**src/rtl/nibble_add_sched.sv**
```systemverilog
// Round-robin scheduler sharing one external 4-bit nibble adder among NREQ requesters.
// Optional WAIT timeout abort enabled by defining NIBBLE_SCHED_TIMEOUT_EN.
module nibble_add_sched #(
  parameter int NREQ    = 4,
  parameter int IDW     = 2,
  parameter int TIMEOUT = 15
) (
  input  logic              clk,
  input  logic              rst,
  input  logic [NREQ-1:0]   req_valid,
  input  logic [4*NREQ-1:0] req_a,
  input  logic [4*NREQ-1:0] req_b,
  output logic [NREQ-1:0]   req_ready,
  output logic [3:0]        add_a,
  output logic [3:0]        add_b,
  output logic              add_go,
  input  logic [4:0]        add_sum,
  input  logic              add_done,
  output logic              rsp_valid,
  input  logic              rsp_ready,
  output logic [IDW-1:0]    rsp_id,
  output logic [4:0]        rsp_sum,
  output logic              rsp_err,
  output logic              busy
);

  typedef enum logic [1:0] {IDLE, ISSUE, WAIT, RESP} state_t;

  state_t         state, state_nxt;
  logic [IDW-1:0] rr_ptr;
  logic           grant_found;
  logic [IDW-1:0] grant_id;
  logic [IDW-1:0] cand;
  logic [3:0]     sel_a, sel_b;
  logic           accept;
  logic           timeout_hit;

  if (TIMEOUT < 1 || TIMEOUT > 15 || (1 << IDW) < NREQ || NREQ < 2) begin : g_bad_param
    $error("nibble_add_sched: illegal parameter combination");
  end

`ifdef NIBBLE_SCHED_TIMEOUT_EN
  logic [3:0] wait_cnt;
  logic       rsp_err_q;
  // Counter reads TIMEOUT-1 during the TIMEOUT-th WAIT cycle, so it reaches TIMEOUT on that edge.
  assign timeout_hit = (wait_cnt == 4'(TIMEOUT - 1));
  assign rsp_err     = rsp_err_q;
`else
  assign timeout_hit = 1'b0;
  assign rsp_err     = 1'b0;
`endif

  // First valid requester scanning upward from rr_ptr with wrap.
  always_comb begin
    grant_found = 1'b0;
    grant_id    = '0;
    cand        = '0;
    for (int unsigned k = 0; k < NREQ; k++) begin
      cand = IDW'((32'(rr_ptr) + k) % NREQ);
      if (!grant_found && req_valid[cand]) begin
        grant_found = 1'b1;
        grant_id    = cand;
      end
    end
  end

  always_comb begin
    sel_a = '0;
    sel_b = '0;
    for (int unsigned k = 0; k < NREQ; k++) begin
      if (grant_id == IDW'(k)) begin
        sel_a = req_a[4*k +: 4];
        sel_b = req_b[4*k +: 4];
      end
    end
  end

  assign accept = (state == IDLE) && grant_found && !rst;

  always_comb begin
    req_ready = '0;
    if (accept) req_ready[grant_id] = 1'b1;
  end

  always_comb begin
    state_nxt = state;
    case (state)
      IDLE:    if (grant_found) state_nxt = ISSUE;
      ISSUE:   state_nxt = WAIT;
      WAIT:    if (add_done || timeout_hit) state_nxt = RESP;
      RESP:    if (rsp_ready) state_nxt = IDLE;
      default: state_nxt = IDLE;
    endcase
  end

  always_ff @(posedge clk) begin
    if (rst) begin
      state   <= IDLE;
      rr_ptr  <= '0;
      add_a   <= '0;
      add_b   <= '0;
      rsp_id  <= '0;
      rsp_sum <= '0;
    end else begin
      state <= state_nxt;
      if (accept) begin
        add_a  <= sel_a;
        add_b  <= sel_b;
        rsp_id <= grant_id;
        rr_ptr <= (grant_id == IDW'(NREQ - 1)) ? '0 : grant_id + IDW'(1);
      end
      if (state == WAIT) begin
        if (add_done) rsp_sum <= add_sum;
        else if (timeout_hit) rsp_sum <= '0;
      end
    end
  end

`ifdef NIBBLE_SCHED_TIMEOUT_EN
  always_ff @(posedge clk) begin
    if (rst) begin
      wait_cnt  <= '0;
      rsp_err_q <= 1'b0;
    end else begin
      wait_cnt <= (state == WAIT) ? wait_cnt + 4'd1 : '0;
      if (state == WAIT) begin
        if (add_done) rsp_err_q <= 1'b0;
        else if (timeout_hit) rsp_err_q <= 1'b1;
      end
    end
  end
`endif

  assign add_go    = (state == ISSUE);
  assign rsp_valid = (state == RESP);
  assign busy      = (state != IDLE);

endmodule
```
**config.mk**
```make
export PLATFORM = sky130hd
export DESIGN_NAME = nibble_add_sched
export DESIGN_NICKNAME = d
export VERILOG_FILES = /design/src/rtl/nibble_add_sched.sv
export SDC_FILE = /design/constraint.sdc
export NUM_CORES = 1
export LEC_CHECK = 0
export CAP_MARGIN = 0
export CORE_MARGIN = 2
export CORE_UTILIZATION = 41
export DETAILED_ROUTE_END_ITERATION = 8
export PLACE_DENSITY = 0.85
export SKIP_LAST_GASP = 1
export SLEW_MARGIN = 25
export SYNTH_ARGS = -nofsm -noshare
export SYNTH_HDL_FRONTEND = slang
export SYNTH_SLANG_ARGS = --single-unit
```
**constraint.sdc**
```tcl
create_clock -name clk -period 6.2 [get_ports clk]
set_clock_uncertainty 0.15 [all_clocks]
set_input_delay 0.62 -clock clk [delete_from_list [all_inputs] [get_ports clk]]
set_output_delay 0.62 -clock clk [all_outputs]
set_load 0.01 [all_outputs]
```
# Word-level counts from Yosys, hierarchy flattened

Cells that the tools add are included.

Bits in registers: 19
Output and inout port bits: 23
Word-level logic and storage cells: 72
Input bits: 45

Add/subtract/negate cells: 4
Reduce and logical (&&, ||, !) cells: 15
Equal/unequal tests: 9
$lt $le $gt $ge: 6
Mux-type cells: 32

Operators by type and width:

| kind                                                | number |
|---|---|
| 2-to-1 mux 4 bit                                    | 9 |
| 2-to-1 mux 2 bit                                    | 8 |
| < comparator 2 x 3 -> 1 bit, second input constant  | 5 |
| 2-to-1 mux 1 bit                                    | 9 |
| binary-select mux 1 bit (select 2 bit)              | 4 |
| equality test 2 bit, second input constant          | 4 |
| one-hot mux 2 bit (4 select lines)                  | 1 |
| logical AND 1 bit                                   | 6 |
| adder 2 x 1 -> 2 bit, second input constant         | 2 |
| adder 2 bit, second input constant                  | 2 |
| equality test 2 x 1 -> 1 bit, second input constant | 2 |
| logical NOT 1 bit                                   | 4 |
| logical NOT 2 bit                                   | 2 |
| != test 2 bit, second input constant                | 2 |
| AND reduction 3 bit                                 | 1 |
| demux 1 bit (select 2 bit)                          | 1 |
| >= comparator 2 x 1 -> 1 bit, second input constant | 1 |
| != test 2 x 1 -> 1 bit, second input constant       | 1 |
| AND reduction 2 bit                                 | 1 |
| nonzero test 2 bit                                  | 1 |

# Depth between registers and ports, before layout

Word-level depth: 17
Depth in mapped cells: 11
Depth with buffers taken out: 9

# Worst setup path before layout

Ideal clock, no wire load.

Kind: input to output
Start point: in req_valid[2]
End point: out req_ready[3]
Arrival time: 2.097 ns
Data required time: 5.430 ns
Slack: 3.333 ns
Stages: 7
Path buffers: 2
Cell sequence: a22o_1 -> a211o_1 -> inv_2 -> ha_1 -> clkbuf_1 -> clkbuf_1 -> and2_1

Longest elaborated chain between the ends: 17
Elaborated cells between the ends (all ways): 30
Classes of those cells: order compare (2); mux (19); reduce/logical (9)

RTL lines:

| what                                                                                                     | RTL line | text |
|---|---|---|
| from (decl)                                                                                              | 10       | `input logic [NREQ-1:0] req_valid,` |
| binary-select mux 1 bit (select 2 bit)                                                                   | 60       | `if (!grant_found && req_valid[cand]) begin` |
| 2-to-1 mux 1 bit (not written as such)                                                                   | 60       |  |
| 2-to-1 mux 1 bit                                                                                         | 60       |  |
| logical NOT 1 bit                                                                                        | 60       |  |
| logical AND 1 bit                                                                                        | 60       |  |
| 2-to-1 mux 1 bit                                                                                         | 60       |  |
| logical NOT 1 bit                                                                                        | 60       |  |
| logical AND 1 bit                                                                                        | 60       |  |
| [... 2 more ...]                                                                                         | -        |  |
| logical AND 1 bit                                                                                        | 60       |  |
| 2-to-1 mux 2 bit (*)                                                                                     | 60       |  |
| via grant_id[0]                                                                                          | 32       | `logic [IDW-1:0] grant_id;` |
| < comparator 2 x 3 -> 1 bit (not written as such) / >= comparator 2 x 1 -> 1 bit (equally long branches) | 82       | `if (accept) req_ready[grant_id] = 1'b1;` |
| logical AND 1 bit (not written as such)                                                                  | 82       |  |
| 2-to-1 mux 1 bit (not written as such)                                                                   | 82       |  |
| demux 1 bit (select 2 bit) (*)                                                                           | 82       |  |
| 2-to-1 mux 4 bit (*)                                                                                     | 82       |  |
| to (decl)                                                                                                | 13       | `output logic [NREQ-1:0] req_ready,` |

Mark *: on every way through the listed nets, which the timed path passes. The rest lies on a longest branch. The select of a mux whose other input is x is not followed.

# Worst setup path in the final report

Start point: in req_valid[3]
End point: out req_ready[3]

Same word-level chain as after synthesis.

==> flow_metrics.py <==
metrics = {
    "floorplan": {
        "io_pins": 68,
        "die_y_um": 58.47,
        "dieArea_um2": 3418,
        "core_um2": 2781,
        "die_w_um": 58.47,
        "start_util": 0.4372,
        "num_rows": 19,
    },
    "timing": {
        "max_slew.worst_pin.slew_ns": 0.7553,
        "max_freq_mhz": 257.3,
        "setup_viol": 0,
        "holdWs_ns": 0.3145,
        "drv_slew": 0,
        "rsz0062_at_grt": "no",
        "fin_tns_setup_ns": 0,
        "final-hold-violation-count": 0,
        "fin_crit_sh": 0.6268,
        "fin_crit_ns": 3.886,
        "max_slew_margin": 0.4949,
    },
    "setup_path": {
        "r2r_end": "add_b[2]",
        "rrSetupSlack_ns": 3.69,
        "cp.required_ns": 5.43,
        "critPathMaxStageDelay_ns": 0.54,
        "start_kind": "primary input",
        "crit_start": "req_valid[3]",
        "crit_type": "in2out",
        "worst_path_most_repeated_cell": "clkdlybuf4s50_1",
        "reg2reg_from": "rr_ptr[0]",
        "arrival_ns": 3.12,
        "crit_chain": "clkdlybuf4s50_1 -> inv_1 -> a22o_1 -> a211o_1 -> inv_2 -> ha_1 -> and2_1 -> clkdlybuf4s50_1",
        "end_kind": "primary output",
        "ff2ff_path_depth": 9,
        "cp_max_fo": 18,
        "cpMaxStageDelayCell": "clkdlybuf4s50_1",
    },
    "logic_synthesis": {
        "synth_top_area_share": 0.3128,
        "synthTopCellsByArea": "dfxtp_1 (31%), ha_1 (9.3%), a21oi_1 (7.0%)",
        "syn_nets": 209,
        "synth_ff_type": "dfxtp_1",
        "synth-async-reset-ratio": 0,
        "synth-edff-count": 0,
        "syn_area_um2": 1216,
        "yosys_warnings": 0,
        "synth.distinct_cells": 31,
        "ys_seq_area_frac": 0.3128,
        "ys_seq_elements": 19,
        "syn-instance-count": 155,
        "synth_area_per_cell_um2": 7.846,
        "yosysTopAreaCell": "dfxtp_1",
    },
    "grt": {
        "grt_max_degree": 23,
        "track_usage": 0.1999,
        "grt_pass1_wl_mm": 5.409,
        "antenna_found_initial": 0,
        "grt-ovfl-total": 0,
        "grt_pass1_vias": 1307,
    },
    "layout": {
        "fin_util": 0.6770,
        "multi_input_comb_area_um2": 699.4,
        "design_area_um2": 1883,
        "register_area_um2": 380.4,
        "diodes": 0,
        "layout_commonest_cell": "clkdlybuf4s50_1",
        "drive_above_1_share": 0.03756,
        "instances_no_fill": 244,
        "mostFrequentLayoutCells": "clkdlybuf4s50_1 (66), dfxtp_1 (19), a21oi_1 (17)",
        "nNetsFinal": 268,
        "fillers": 236,
        "areaGrowthSynthToFinish_pct": 54.84,
    },
    "cts": {
        "cts_buffer_depth": 2,
        "cts-root-buf": "clkbuf_4",
        "cts-htree-levels": 1,
        "cts_tree": "done",
        "cts-resized-gates": 0,
        "clk_latency_ns": 0.29,
        "post_cts_buffers": 0,
        "holdBufCountCts": 0,
        "clock-sinks": 19,
        "clkTransAtPathRegs_ns": 0.10,
        "cts_buffers": 3,
    },
    "drt": {
        "wl_mm": 3.329,
        "wl_per_cell_um": 13.64,
        "drtPass1Iterations": 4,
        "vias": 1306,
        "drtIter0Drc": 63,
        "drcViolationCount": 0,
        "via_per_inst": 5.352,
        "ant_nets": 0,
    },
    "power": {
        "p_comb_frac": 0.618,
        "ir_drop_uv": 287.3,
        "power.internal_uw": 387.3,
        "p_switching_uw": 269.1,
        "pwr-share-seq": 0.287,
        "switching_share": 0.4100,
        "p_per_area_nw_per_um2": 348.6,
        "p_leak_nw": 0.7537,
        "p_clk_frac": 0.094,
    },
    "min_path": {
        "hold_path_depth": 2,
        "holdPathEnd": "rsp_sum[2]",
        "hold_class": "reg2reg",
        "hp-start": "rsp_sum[2]",
    },
    "place": {
        "place_area_um2": 1856,
        "portBuffers": 66,
        "hpwlAfterDp_mm": 2.661,
        "place.gp.congestion": 0.7649,
        "post-place-cells": 240,
    },
    "run_status": {
        "status": "complete, no violations",
    },
    "flow_run": {
        "maxCapViolCount": 0,
    },
}
-- area by class of cell --
| type | count | area share |
|---|---|---|
| repair buffers | 66 | 0.3508 |
| clock inverters | 1 | 0.002658 |
| multi-input cells | 107 | 0.3714 |
| inverters | 17 | 0.04053 |
| flip-flops and latches | 19 | 0.2020 |
| clock buffers | 3 | 0.01196 |
| well taps | 31 | 0.02060 |
-- cells in the mapped netlist (2+ instances only) --
library cell / number
a21oi_1: 17
dfxtp_1: 19
nand3b_1: 9
nand2_1: 8
a221oi_1: 8
a21o_1: 2
buf_4: 3
inv_1: 14
nor3_1: 8
buf_2: 3
ha_1: 9
and2_1: 4
nand3_1: 5
nand2b_1: 3
clkbuf_1: 5
a211oi_1: 9
nor2_1: 14
inv_2: 2
-- state kept, by name (all words and copies together) (netlist names) --
register and flops:
rsp_sum 5, add_a 4, add_b 4, rr_ptr 2, rsp_id 2, state 2
-- power groups by stage --
stage                     Combinational, mW  Clock (mW)  Sequential (mW)
final                                 0.406      0.0620            0.189
after global routing                  0.446      0.0692            0.195
after CTS                             0.407      0.0642            0.189
after detailed placement              0.406           0            0.192
after global placement                0.393           0            0.189
after floorplan                       0.243           0            0.201
-- cells by family (layout without fill, tap and decap cells) --
family	Yosys count	after routing	share of synthesized area
flip-flops	19	19	0.3128
AO/OA/AOI/OAI	42	42	0.2366
AND/OR/NAND/NOR	54	54	0.2346
buffers and inverters	29	87	0.1121
multiplexers	1	1	0.008231
adder cells (fa/ha/maj)	9	9	0.09259
other	1	1	0.003083
-- critical path, delay by kind of cell --
family | cells | cell delay [ns]
compound gates | 2 | 0.51
fa+ha+maj | 1 | 0.52
buf+inv | 4 | 1.24
simple gates | 1 | 0.21
-- routing by layer --
metal,global-route usage,up-vias,share of wire
li1,-,658,-
met4,0.05316,0,0.0057
met3,0.05275,2,0.082
met1,0.2246,592,0.42
met5,0,-,0
met2,0.3692,54,0.50
-- per-stage QoR --
stage	setup slack (ns)	power, mW
after floorplan	3.333	0.4438
after global placement	2.384	0.5814
after detailed placement	2.332	0.5979
after CTS	2.322	0.6603
after global routing	2.202	0.7100
final	2.314	0.6564
-- worst max path at each step --
stage / to / slack (ns) / cells past startpoint
floorplan: req_ready[3] / 3.33 / 7
global placement: req_ready[3] / 2.38 / 8
detailed placement: req_ready[3] / 2.33 / 8
CTS: req_ready[3] / 2.32 / 8
global route: req_ready[3] / 2.20 / 8
finish: req_ready[3] / 2.31 / 8
Note: power is estimated with default switching activity, not from simulation.
